**src/rtl/rtc_bus_pkg.sv**
```systemverilog
`default_nettype none
// ============================================================================
//  Module      : rtc_bus_pkg
//  Description : Shared types and timing defaults for the RTC bus scheduler.
//  Revision    : 1.0 - initial release
// ============================================================================
package rtc_bus_pkg;

    localparam int T_PULSO_DEF = 10;
    localparam int T_GAP_DEF   = 5;

    typedef enum logic [2:0] {
        ST_IDLE = 3'd0,
        ST_ADDR = 3'd1,
        ST_GAP1 = 3'd2,
        ST_DATA = 3'd3,
        ST_GAP2 = 3'd4
    } state_e;

    typedef enum logic {
        OP_RD = 1'b0,
        OP_WR = 1'b1
    } op_e;

    function automatic int max_int(input int a, input int b);
        return (a > b) ? a : b;
    endfunction

endpackage
`default_nettype wire

```
**src/rtl/rtc_fase_timer.sv**
```systemverilog
`default_nettype none
// ============================================================================
//  Module      : rtc_fase_timer
//  Description : Down-counting phase timer; done is high on the last cycle
//                of a phase. length is the phase length minus one.
//  Revision    : 1.0 - initial release
// ============================================================================
module rtc_fase_timer #(
    parameter int W = 4
) (
    input  logic         clk,
    input  logic         rst,
    input  logic         load,
    input  logic [W-1:0] length,
    output logic         done
);

    logic [W-1:0] cnt_q;

    // Counter parks at zero so it never wraps inside a phase.
    always_ff @(posedge clk) begin
        if (rst) begin
            cnt_q <= '0;
        end else if (load) begin
            cnt_q <= length;
        end else if (cnt_q != '0) begin
            cnt_q <= cnt_q - W'(1);
        end
    end

    assign done = (cnt_q == '0);

endmodule
`default_nettype wire

```
**src/rtl/rtc_bus_scheduler.sv**
```systemverilog
`default_nettype none
// ============================================================================
//  Module      : rtc_bus_scheduler
//  Description : Round-robin scheduler sequencing RTC bus reads and writes
//                through address / gap / data / gap strobe phases.
//  Revision    : 1.0 - initial release
// ============================================================================
module rtc_bus_scheduler
    import rtc_bus_pkg::*;
#(
    parameter int T_PULSO = T_PULSO_DEF,
    parameter int T_GAP   = T_GAP_DEF
) (
    input  logic       reloj,
    input  logic       resetM,
    input  logic       req_wr,
    input  logic [7:0] wr_addr,
    input  logic [7:0] wr_data,
    output logic       ack_wr,
    input  logic       req_rd,
    input  logic [7:0] rd_addr,
    output logic       ack_rd,
    output logic [7:0] rd_data,
    output logic       busy,
    output logic       CS,
    output logic       RD,
    output logic       WR,
    output logic       A_D,
    output logic [7:0] dir_out,
    output logic       dir_oe,
    input  logic [7:0] dir_in
);

    localparam int                 C_CNT_W     = $clog2(max_int(T_PULSO, T_GAP));
    localparam logic [C_CNT_W-1:0] C_LEN_PULSO = C_CNT_W'(T_PULSO - 1);
    localparam logic [C_CNT_W-1:0] C_LEN_GAP   = C_CNT_W'(T_GAP - 1);

    state_e       state_q, state_d;
    op_e          op_q, op_d;
    op_e          last_q, last_d;
    logic [7:0]   addr_q, addr_d;
    logic [7:0]   data_q, data_d;
    logic [7:0]   rd_data_q, rd_data_d;

    logic               w_load;
    logic [C_CNT_W-1:0] w_len;
    logic               w_done;
    logic               w_pick_rd;

    rtc_fase_timer #(
        .W      (C_CNT_W)
    ) u_timer (
        .clk    (reloj),
        .rst    (resetM),
        .load   (w_load),
        .length (w_len),
        .done   (w_done)
    );

    always_ff @(posedge reloj) begin
        if (resetM) begin
            state_q   <= ST_IDLE;
            op_q      <= OP_RD;
            last_q    <= OP_WR;
            addr_q    <= '0;
            data_q    <= '0;
            rd_data_q <= '0;
        end else begin
            state_q   <= state_d;
            op_q      <= op_d;
            last_q    <= last_d;
            addr_q    <= addr_d;
            data_q    <= data_d;
            rd_data_q <= rd_data_d;
        end
    end

    // Read wins unless only a write is pending or the read was served last.
    assign w_pick_rd = req_rd && (!req_wr || (last_q == OP_WR));

    always_comb begin
        state_d   = state_q;
        op_d      = op_q;
        last_d    = last_q;
        addr_d    = addr_q;
        data_d    = data_q;
        rd_data_d = rd_data_q;
        w_load    = 1'b0;
        w_len     = C_LEN_PULSO;

        CS      = 1'b1;
        RD      = 1'b1;
        WR      = 1'b1;
        A_D     = 1'b1;
        dir_oe  = 1'b0;
        dir_out = 8'h00;
        ack_wr  = 1'b0;
        ack_rd  = 1'b0;
        busy    = (state_q != ST_IDLE);

        case (state_q)
            ST_IDLE: begin
                if (req_rd || req_wr) begin
                    w_load  = 1'b1;
                    w_len   = C_LEN_PULSO;
                    state_d = ST_ADDR;
                    if (w_pick_rd) begin
                        op_d   = OP_RD;
                        last_d = OP_RD;
                        addr_d = rd_addr;
                    end else begin
                        op_d   = OP_WR;
                        last_d = OP_WR;
                        addr_d = wr_addr;
                        data_d = wr_data;
                    end
                end
            end
            ST_ADDR: begin
                CS      = 1'b0;
                A_D     = 1'b0;
                WR      = 1'b0;
                dir_oe  = 1'b1;
                dir_out = addr_q;
                if (w_done) begin
                    w_load  = 1'b1;
                    w_len   = C_LEN_GAP;
                    state_d = ST_GAP1;
                end
            end
            ST_GAP1: begin
                if (w_done) begin
                    w_load  = 1'b1;
                    w_len   = C_LEN_PULSO;
                    state_d = ST_DATA;
                end
            end
            ST_DATA: begin
                CS = 1'b0;
                if (op_q == OP_WR) begin
                    WR      = 1'b0;
                    dir_oe  = 1'b1;
                    dir_out = data_q;
                end else begin
                    RD = 1'b0;
                end
                if (w_done) begin
                    w_load  = 1'b1;
                    w_len   = C_LEN_GAP;
                    state_d = ST_GAP2;
                    if (op_q == OP_RD) begin
                        rd_data_d = dir_in;
                    end
                end
            end
            ST_GAP2: begin
                if (w_done) begin
                    ack_wr  = (op_q == OP_WR);
                    ack_rd  = (op_q == OP_RD);
                    state_d = ST_IDLE;
                end
            end
            default: begin
                state_d = ST_IDLE;
            end
        endcase
    end

    assign rd_data = rd_data_q;

endmodule
`default_nettype wire

```
**config.mk**
```make
export PLATFORM = sky130hd
export DESIGN_NAME = rtc_bus_scheduler
export DESIGN_NICKNAME = d
export VERILOG_FILES = /design/src/rtl/rtc_bus_pkg.sv /design/src/rtl/rtc_fase_timer.sv /design/src/rtl/rtc_bus_scheduler.sv
export SDC_FILE = /design/constraint.sdc
export NUM_CORES = 1
export LEC_CHECK = 0
export CORE_UTILIZATION = 40
export CTS_CLUSTER_SIZE = 40
export DETAILED_ROUTE_END_ITERATION = 8
export HOLD_SLACK_MARGIN = 0.02
export PLACE_DENSITY = 0.76
export SYNTH_ARGS = -nofsm -noshare
export SYNTH_HDL_FRONTEND = slang
export SYNTH_SLANG_ARGS = --single-unit
```
**constraint.sdc**
```tcl
create_clock -name reloj -period 1.6 [get_ports reloj]
set_input_delay 0.32 -clock reloj [delete_from_list [all_inputs] [get_ports reloj]]
set_output_delay 0.32 -clock reloj [all_outputs]
set_load 0.01 [all_outputs]
```
==> results of run 1 <==
[power by group through the flow]
stage	combinational, W	sequential (W)	clock (W)
2_1_floorplan	0.00132	0.00115	0
3_3_place_gp	0.00223	0.00116	0
3_5_place_dp	0.00226	0.00117	0
4_1_cts	0.00250	0.00117	0.000706
5_1_grt	0.00296	0.00120	0.000751
6_report	0.00276	0.00118	0.000695
[cells by family after synthesis]
kind of cell             Yosys count
AO/OA/AOI/OAI                     64
XOR/XNOR                           3
adder cells (fa/ha/maj)            1
buffers and inverters             23
flip-flops                        33
multiplexers                       9
AND/OR/NAND/NOR                   74
[worst max-delay path, delay by kind of cell, from the launching register on]
family,cells,cell delay [ns]
buf+inv,2,0.21
simple gates,3,0.45
fa+ha+maj,1,0.13
flops,1,0.33
[state kept, by name (all words and copies together), names as in the netlist]
signal	count
addr_q	8
data_q	8
last_q	1
op_q	1
rd_data	8
state_q	3
u_timer.cnt_q	4
[metal layers]
layer,share of wire,GRT usage,vias up
li1,-,-,939
met1,0.43,0.262,852
met5,0,0,-
met2,0.50,0.391,62
met3,0.061,0.0693,12
met4,0.019,0.0957,0
[Yosys cell counts, drive strengths merged, types with 2 or more instances]
cell,count,area [sq um]
xnor2,2,17.5
nor3,5,30.0
inv,7,26.3
nand3,19,95.1
nand2b,9,56.3
nand3b,8,60.1
nor2,7,45.1
nor2b,2,15.0
a311oi,8,70.1
o21ai,18,90.1
a21oi,30,154
nand2,18,67.6
clkbuf,7,27.5
buf,8,52.6
dfxtp,33,661
mux2i,9,90.1
[final timing paths]
check	start	end	slack (ns)
setup / recovery	u_timer.cnt_q[0]$_SDFFE_PP0P_	ack_wr	-0.12
hold / removal	rd_data[0]$_SDFFE_PP0P_	rd_data[0]$_SDFFE_PP0P_	0.46
setup reg to reg	u_timer.cnt_q[0]$_SDFFE_PP0P_	rd_data[2]$_SDFFE_PP0P_	-0.04
hold reg to reg	rd_data[0]$_SDFFE_PP0P_	rd_data[0]$_SDFFE_PP0P_	0.46
[repair_timing]
item / CTS / global route
pin swaps: 6 / 7
gates resized for setup: 77 / 26
gates cloned: 0 / 1
setup endpoints to repair: 29 / 21
setup buffers: 8 / 8
[layout make-up]
class,instances,area share
well taps,50,0.0223
flip-flops and latches,33,0.237
clock inverters,1,0.00178
repair buffers,104,0.316
clock buffers,7,0.0343
multi-input cells,151,0.376
inverters,8,0.0125
[stage by stage]
stage	instance area (sq um)	utilization
floorplan	1730	-
global placement	2550	0.629
detailed placement	2550	0.629
CTS	2730	0.672
global route	2810	0.692
finish	2810	0.692
==> run metrics, run 1 <==
post-synthesis share of cell area spent on and, or, nand and nor gates 0.250; maximum number of pins on one net before global-route repair 23; number of global-route vias before repair 1690; Post-Synthesis Mean Instance Area about 8.3 sq um; area of the die 4580 sq um; chip height approximately 68 microns; kind of critical path reg2out; number of DRC markers after the initial detailed-route iteration 46; maximum operating frequency a little under 600 MHz; worst-case reg-to-reg path depth 6; Area growth, synth to finish 62.8%; overflow left after global routing 0; Hold Buf Count CTS 0; Worst EP arrival ~1.4 ns; sequential fraction of design power 0.255; Gate Count Post-Synth 207; fraction of registers with async set/reset 0; Int Pwr roughly 0.0029 W; Peak supply drop ~1000 uV; site row count 23; maximum root-to-sink buffer count 2; Max-slew headroom 0.823; Final Skew ~0.0032 ns; post-synthesis register bit count 33; worst setup margin -0.117 ns; number of enable flip-flop cells after synthesis 0; initial antenna violation count 0; residual antenna-violating net count after detailed routing 0; switch share 0.383; CTS tree built; final hold slack about 0.46 ns; setup repair after global routing missed its margin yes; element type at the critical path end output pin; Multi-input gate area 1060 sq um; Clk pin slew, worst setup/hold paths around 0.070 ns; instance count along the most critical hold path 2; max incr delay on CP 0.33 ns; part of the power in combinational logic 0.595; CTS buffer count 5; post-detail-place hpwl 3320 microns; Min-Delay Path Class reg2reg; Yosys warnings 0; vias per cell roughly 5.3; non-filler instance count after layout about 350; via count of the routed design approximately 1900; final-report hold violation count 0; average wire length per cell after detail routing ~14 microns; Most used DFF post-synth sky130_fd_sc_hd__dfxtp_1; failing checks setup timing; register area share after synthesis 0.383; part of the power in the clock network 0.150; routability congestion estimate 0.836; remaining routing DRC violations 0; setup TNS -0.371 ns; mapped cell area approximately 1700 sq um; Compound-Gate Fraction of Synth Area 0.228; largest family of logic cells by synthesized area simple AND/OR/NAND/NOR gates; count of pins on the block boundary 60; outcome complete, but fails checks; PD cells between 1500 and 2000 nW/um^2; Final Max Slew Viols 0; Num Clock Sinks 33; data required time of the worst path roughly 1.3 ns; proportion of synthesized area in mux cells 0.0522; cells traversed along the worst timing path inv_2, ha_4, nor3b_4, nand3_2, nor2_2, buf_2; TritonRoute pass-1 iters 4; highest-delay cell along the critical path sky130_fd_sc_hd__dfxtp_2; Clock Latency Late Sink ~0.28 ns; max-cap viol count 0; total wirelength of the detailed-routed design roughly 5000 microns; sequential cell area between 600 and 700 sq um; wire length of the first global-routing pass 7620 microns; launching element type of the critical path register; count of cell types in the netlist between 40 and 50; cell at the root of the clock tree sky130_fd_sc_hd__clkbuf_8; Core Area between 4000 and 5000 sq um; largest fanout of any net on the critical path 2; H-tree levels 2; # fillers approximately 320; GRT Util Overall 0.229; part of the cycle the worst path needs 1.07; commonest cells after routing, fill and taps aside 43 x sky130_fd_sc_hd__clkdlybuf4s50_1, 42 x sky130_fd_sc_hd__buf_4, 28 x sky130_fd_sc_hd__dfxtp_1, 20 x sky130_fd_sc_hd__a21oi_1; pre-CTS setup slack -0.241 ns; count of buffers inserted at the top-level ports 59; post-placement cell count 333; commonest non-fill, non-tap cell in the layout sky130_fd_sc_hd__clkdlybuf4s50_1; starting density of the core 0.425; Net Count, Synth between 200 and 250; adder and majority gate portion of the synthesized area 0.00725; xor-xnor portion of the synthesized cell area 0.0152; antenna diode count 0; Tightest Pin Transition about 0.26 ns; switching component of the power ~0.0018 W; total power of the final layout 0.00463 W; net total in the final layout 340; static leakage power approximately 1.1 nW; fin crit period around 1.7 ns; die outline width a little under 70 microns; setup violators final 11; layout cell share with drive strength beyond 1 0.352
Power figures use the tool's default switching activity.
==> run 2: changes to the inputs <==
- CORE_UTILIZATION: 40 -> 45
- PLACE_DENSITY: 0.76 -> 0.81
- clock period: 1.6 -> 1.81 ns (I/O delays scaled with it)
==> run metrics, run 2 (same netlist as run 1, synthesis figures left out) <==
part of the cycle the worst path needs 0.972; Metal-1 WL 1760 microns; Worst EP arrival ~1.4 ns; initial antenna violation count 0; post-placement cell count about 320; area of the die 4090 sq um; total power of the final layout 0.00350 W; Peak supply drop about 740 uV; static leakage power roughly 0.99 nW; maximum number of pins on one net before global-route repair 23; PD cells ~1400 nW/um^2; number of global-route vias before repair 1712; setup violators final 0; final-report hold violation count 0; Core Area approximately 3700 sq um; non-filler instance count after layout 332; wire length of the first global-routing pass ~7600 microns; TritonRoute pass-1 iters 4; instance count along the most critical hold path 2; Clk pin slew, worst setup/hold paths 0.06 ns; antenna diode count 0; max-cap viol count 0; Tightest Pin Transition roughly 0.35 ns; fin crit period roughly 1.8 ns; Min-Delay Path Class reg2reg; setup TNS 0 ns; cell at the root of the clock tree sky130_fd_sc_hd__clkbuf_8; count of buffers inserted at the top-level ports 59; met3 routed wirelength roughly 330 microns; reg-to-reg critical path endpoint rd_data[1]$_SDFFE_PP0P_; layout cell share with drive strength beyond 1 0.187; via count of the routed design approximately 1800; number of DRC markers after the initial detailed-route iteration 56; Num Clock Sinks 33; met2 layer wire length in the routed design 2420 microns; remaining routing DRC violations 0; average wire length per cell after detail routing 13.8 microns; Hold Buf Count CTS 0; commonest cells after routing, fill and taps aside 43 x sky130_fd_sc_hd__clkdlybuf4s50_1, 31 x sky130_fd_sc_hd__dfxtp_1, 29 x sky130_fd_sc_hd__a21oi_1, 23 x sky130_fd_sc_hd__buf_4; final hold slack 0.458 ns; # fillers about 310; outcome finished, final reports clean; H-tree levels 2; largest fanout of any net on the critical path 2; sequential cell area about 670 sq um; Area growth, synth to finish 50.2%; overflow left after global routing 0; Final Skew between 0.003 and 0.004 ns; GRT Util Overall 0.244; FF-to-FF Start u_timer.cnt_q[1]$_SDFFE_PP0P_; site row count 22; routability congestion estimate 0.862; element type at the critical path end output pin; sink of the worst hold path rd_data[3]$_SDFFE_PP0P_; Clock Latency Late Sink 0.29 ns; start point of the worst hold path rd_data[3]$_SDFFE_PP0P_; Multi-input gate area around 990 sq um; net total in the final layout 320; die outline width around 64 microns; kind of critical path reg2out; CTS buffer count 5; post-detail-place hpwl around 3300 microns; Top Layer Used met4; total wirelength of the detailed-routed design 4580 microns; Final Max Slew Viols 0; CTS tree built; chip height approximately 64 microns; commonest non-fill, non-tap cell in the layout sky130_fd_sc_hd__clkdlybuf4s50_1; count of pins on the block boundary 60; maximum operating frequency about 570 MHz; Max-slew headroom 0.769; vias per cell 5.31; starting density of the core 0.471; setup slack of the most critical reg-to-reg path about 0.17 ns; launching element type of the critical path register; maximum root-to-sink buffer count 2; residual antenna-violating net count after detailed routing 0; data required time of the worst path approximately 1.5 ns; worst-case reg-to-reg path depth 6
run 2: cell types whose count changed in the layout (fill, tap and decap cells not counted), moves of 3 or more:
cell,change
sky130_fd_sc_hd__dfxtp_1,+3
sky130_fd_sc_hd__a21oi_1,+9
sky130_fd_sc_hd__dfxtp_2,-4
sky130_fd_sc_hd__buf_2,-9
sky130_fd_sc_hd__dlygate4sd2_1,+14
sky130_fd_sc_hd__a21oi_2,-7
sky130_fd_sc_hd__buf_4,-19
sky130_fd_sc_hd__clkbuf_1,+3
sky130_fd_sc_hd__buf_6,-3
run 2: final cells by class:
cell class                      instances  area share
Sequential cell                        33       0.257
Inverter                                8      0.0126
Tap cell                               48      0.0232
Timing Repair Buffer                   84       0.293
Multi-Input combinational cell        151       0.384
Clock buffer                            8      0.0309
run 2: worst max path at each step:
stage	slack (ns)	startpoint	depth (start not counted)	end
after floorplan	0.27	state_q[0]$_SDFFE_PP0P_	5	WR
after global placement	-0.04	u_timer.cnt_q[0]$_SDFFE_PP0P_	6	ack_rd
after detailed placement	-0.07	u_timer.cnt_q[0]$_SDFFE_PP0P_	6	ack_rd
after CTS	-0.08	u_timer.cnt_q[0]$_SDFFE_PP0P_	6	ack_rd
after global routing	-0.03	u_timer.cnt_q[1]$_SDFFE_PP0P_	6	ack_wr
final	0.05	u_timer.cnt_q[1]$_SDFFE_PP0P_	6	ack_wr
run 2: repair_timing:
| item | 4_1_cts | 5_1_grt |
|---|---|---|
| pin swaps | 2 | 2 |
| resized for setup | 31 | 7 |
| setup endpoints to repair | 18 | 7 |
| setup buffers | 0 | 1 |
run 2: power by group:
| group | total (W) | leakage, nW | internal (W) | switching (W) |
|---|---|---|---|---|
| Clock | 0.000528 | 0.0395 | 0.000273 | 0.000255 |
| Sequential | 0.00106 | 0.272 | 0.000916 | 0.000140 |
| Combinational | 0.00192 | 0.680 | 0.000938 | 0.000983 |
run 2: per-layer routing:
metal,vias to the layer above,track usage
met4,0,0.0852
met3,5,0.0714
met2,65,0.439
met1,800,0.270
met5,-,0
li1,893,-
run 2: critical path: stages, from the launching register on:
cell and delay, ns:
sky130_fd_sc_hd__dfxtp_1 0.31, sky130_fd_sc_hd__inv_1 0.10, sky130_fd_sc_hd__ha_4 0.15, sky130_fd_sc_hd__nor3b_4 0.22, sky130_fd_sc_hd__nand3_2 0.11, sky130_fd_sc_hd__nor2_1 0.10, sky130_fd_sc_hd__buf_2 0.13
run 2: per-stage QoR:
step / cell area (sq um) / setup WS [ns] / util
detailed placement: 2480 / -0.0658 / 0.676
global placement: 2480 / -0.0448 / 0.676
finish: 2590 / 0.0504 / 0.708
CTS: 2560 / -0.0809 / 0.700
global route: 2590 / -0.0330 / 0.708
floorplan: 1730 / 0.271 / -
==> run 3: changes to the inputs <==
- CORE_UTILIZATION: 45 -> 40
- PLACE_DENSITY: 0.81 -> 0.73
==> run metrics, run 3 (same netlist as run 1, synthesis figures left out) <==
largest fanout of any net on the critical path 11; post-placement cell count roughly 320; Clk pin slew, worst setup/hold paths approximately 0.070 ns; Final Skew 0.00357 ns; Peak supply drop 722 uV; starting density of the core 0.425; vias per cell 5.40; die outline width roughly 68 microns; Clock Latency Late Sink approximately 0.28 ns; Area growth, synth to finish 50.5%; worst-case reg-to-reg path depth 6; static leakage power approximately 0.98 nW; via count of the routed design approximately 1800; chip height 67.7 microns; average wire length per cell after detail routing roughly 14 microns; remaining routing DRC violations 0; net total in the final layout ~320; maximum operating frequency 567 MHz; non-filler instance count after layout about 330; commonest non-fill, non-tap cell in the layout sky130_fd_sc_hd__clkdlybuf4s50_1; H-tree levels 2; wire length of the first global-routing pass about 7500 microns; outcome finished, final reports clean; Max-slew headroom 0.734; PD cells about 1400 nW/um^2; sink of the worst hold path rd_data[3]$_SDFFE_PP0P_; CTS tree built; area of the die ~4600 sq um; part of the cycle the worst path needs 0.975; count of pins on the block boundary 60; total power of the final layout ~0.0035 W; reg-to-reg critical path endpoint rd_data[7]$_SDFFE_PP0P_; element type at the critical path end output pin; number of DRC markers after the initial detailed-route iteration between 40 and 50; commonest cells after routing, fill and taps aside 44 x sky130_fd_sc_hd__clkdlybuf4s50_1, 30 x sky130_fd_sc_hd__dfxtp_1, 29 x sky130_fd_sc_hd__a21oi_1, 21 x sky130_fd_sc_hd__buf_4; Num Clock Sinks 33; start point of the worst hold path rd_data[3]$_SDFFE_PP0P_; Tightest Pin Transition ~0.4 ns; CTS buffer count 5; overflow left after global routing 0; cell at the root of the clock tree sky130_fd_sc_hd__clkbuf_8; buffers inserted by post-CTS timing repair 0; kind of critical path reg2out; Final Max Slew Viols 0; data required time of the worst path 1.45 ns; fin crit period about 1.8 ns; number of global-route vias before repair ~1700; layout cell share with drive strength beyond 1 0.210; total wirelength of the detailed-routed design between 4000 and 5000 microns; TritonRoute pass-1 iters 4; post-detail-place hpwl 3290 microns; residual antenna-violating net count after detailed routing 0; maximum root-to-sink buffer count 2; launching element type of the critical path register; GRT Util Overall 0.218; setup slack of the most critical reg-to-reg path ~0.12 ns; maximum number of pins on one net before global-route repair 23; Worst EP arrival roughly 1.4 ns; antenna diode count 0; final-report hold violation count 0; Min-Delay Path Class reg2reg; max-cap viol count 0; instance count along the most critical hold path 2; setup violators final 0; Core Area about 4100 sq um; routability congestion estimate approximately 0.8; count of buffers inserted at the top-level ports 59; site row count 23; initial antenna violation count 0; FF-to-FF Start u_timer.cnt_q[0]$_SDFFE_PP0P_
run 3: cell types whose count changed in the layout (fill, tap and decap cells not counted), sizes merged:
cell,before,now
clkbuf,8,9
dlygate4sd2,14,7
clkdlybuf4s15,0,1
clkdlybuf4s50,43,44
bufbuf,0,1
run 3: report_power, final:
part,switching [W],internal [W],leakage [nW]
combinational,0.000981,0.000962,0.665
sequential,0.000125,0.000915,0.272
clock,0.000262,0.000302,0.0443
total,0.00137,0.00218,0.981
run 3: metal layers:
metal,routed length [microns],part of all wire,vias up,track usage
met1,1970,0.43,834,0.259
met3,260,0.057,6,0.0557
met5,0,0,-,0
li1,-,-,890,-
met4,55,0.012,0,0.0718
met2,2260,0.50,58,0.377
run 3: area by class of cell:
type	instances	area, sq um
flip-flops and latches	33	664
clock buffers	7	86.3
fillers	369	1460
well taps	50	62.6
inverters	8	32.5
repair buffers	82	757
multi-input cells	151	995
run 3: how the worst max path moves through the flow:
| stage | from | end | slack (ns) | cells after the start |
|---|---|---|---|---|
| after global placement | u_timer.cnt_q[0]$_SDFFE_PP0P_ | ack_rd | -0.05 | 6 |
| after detailed placement | u_timer.cnt_q[0]$_SDFFE_PP0P_ | ack_rd | -0.07 | 6 |
| after CTS | state_q[1]$_SDFFE_PP0P_ | dir_out[5] | 0.007 | 4 |
| after floorplan | state_q[0]$_SDFFE_PP0P_ | WR | 0.27 | 5 |
| final | state_q[0]$_SDFFE_PP0P_ | CS | 0.04 | 3 |
| after global routing | state_q[1]$_SDFFE_PP0P_ | WR | -0.0004 | 4 |
run 3: critical path: stages, from the launching register on:
cell and delay [ns]:
sky130_fd_sc_hd__dfxtp_1 0.31, sky130_fd_sc_hd__nor2b_4 0.13, sky130_fd_sc_hd__inv_4 0.11, sky130_fd_sc_hd__clkdlybuf4s50_1 0.56
run 3: timing repair:
action / in CTS / in global routing
hold buffers: 0 / 0
endpoints found under the hold margin: 0 / 0
endpoints found under the setup margin: 16 / 13
pin swaps: 0 / 3
gates resized for setup: 39 / 11
gates cloned: 1 / 0
run 3: metrics by stage:
step	setup TNS [ns]	instance area (sq um)	hold WS (ns)	utilization	worst slack (ns)
after CTS	0	2580	0.465	0.636	0.00719
after global routing	-0.000383	2600	0.480	0.640	-0.000383
after detailed placement	-0.126	2480	0.454	0.610	-0.0672
after floorplan	0	1730	0.434	-	0.271
final	0	2600	0.460	0.640	0.0450
after global placement	-0.0759	2480	0.442	0.610	-0.0470
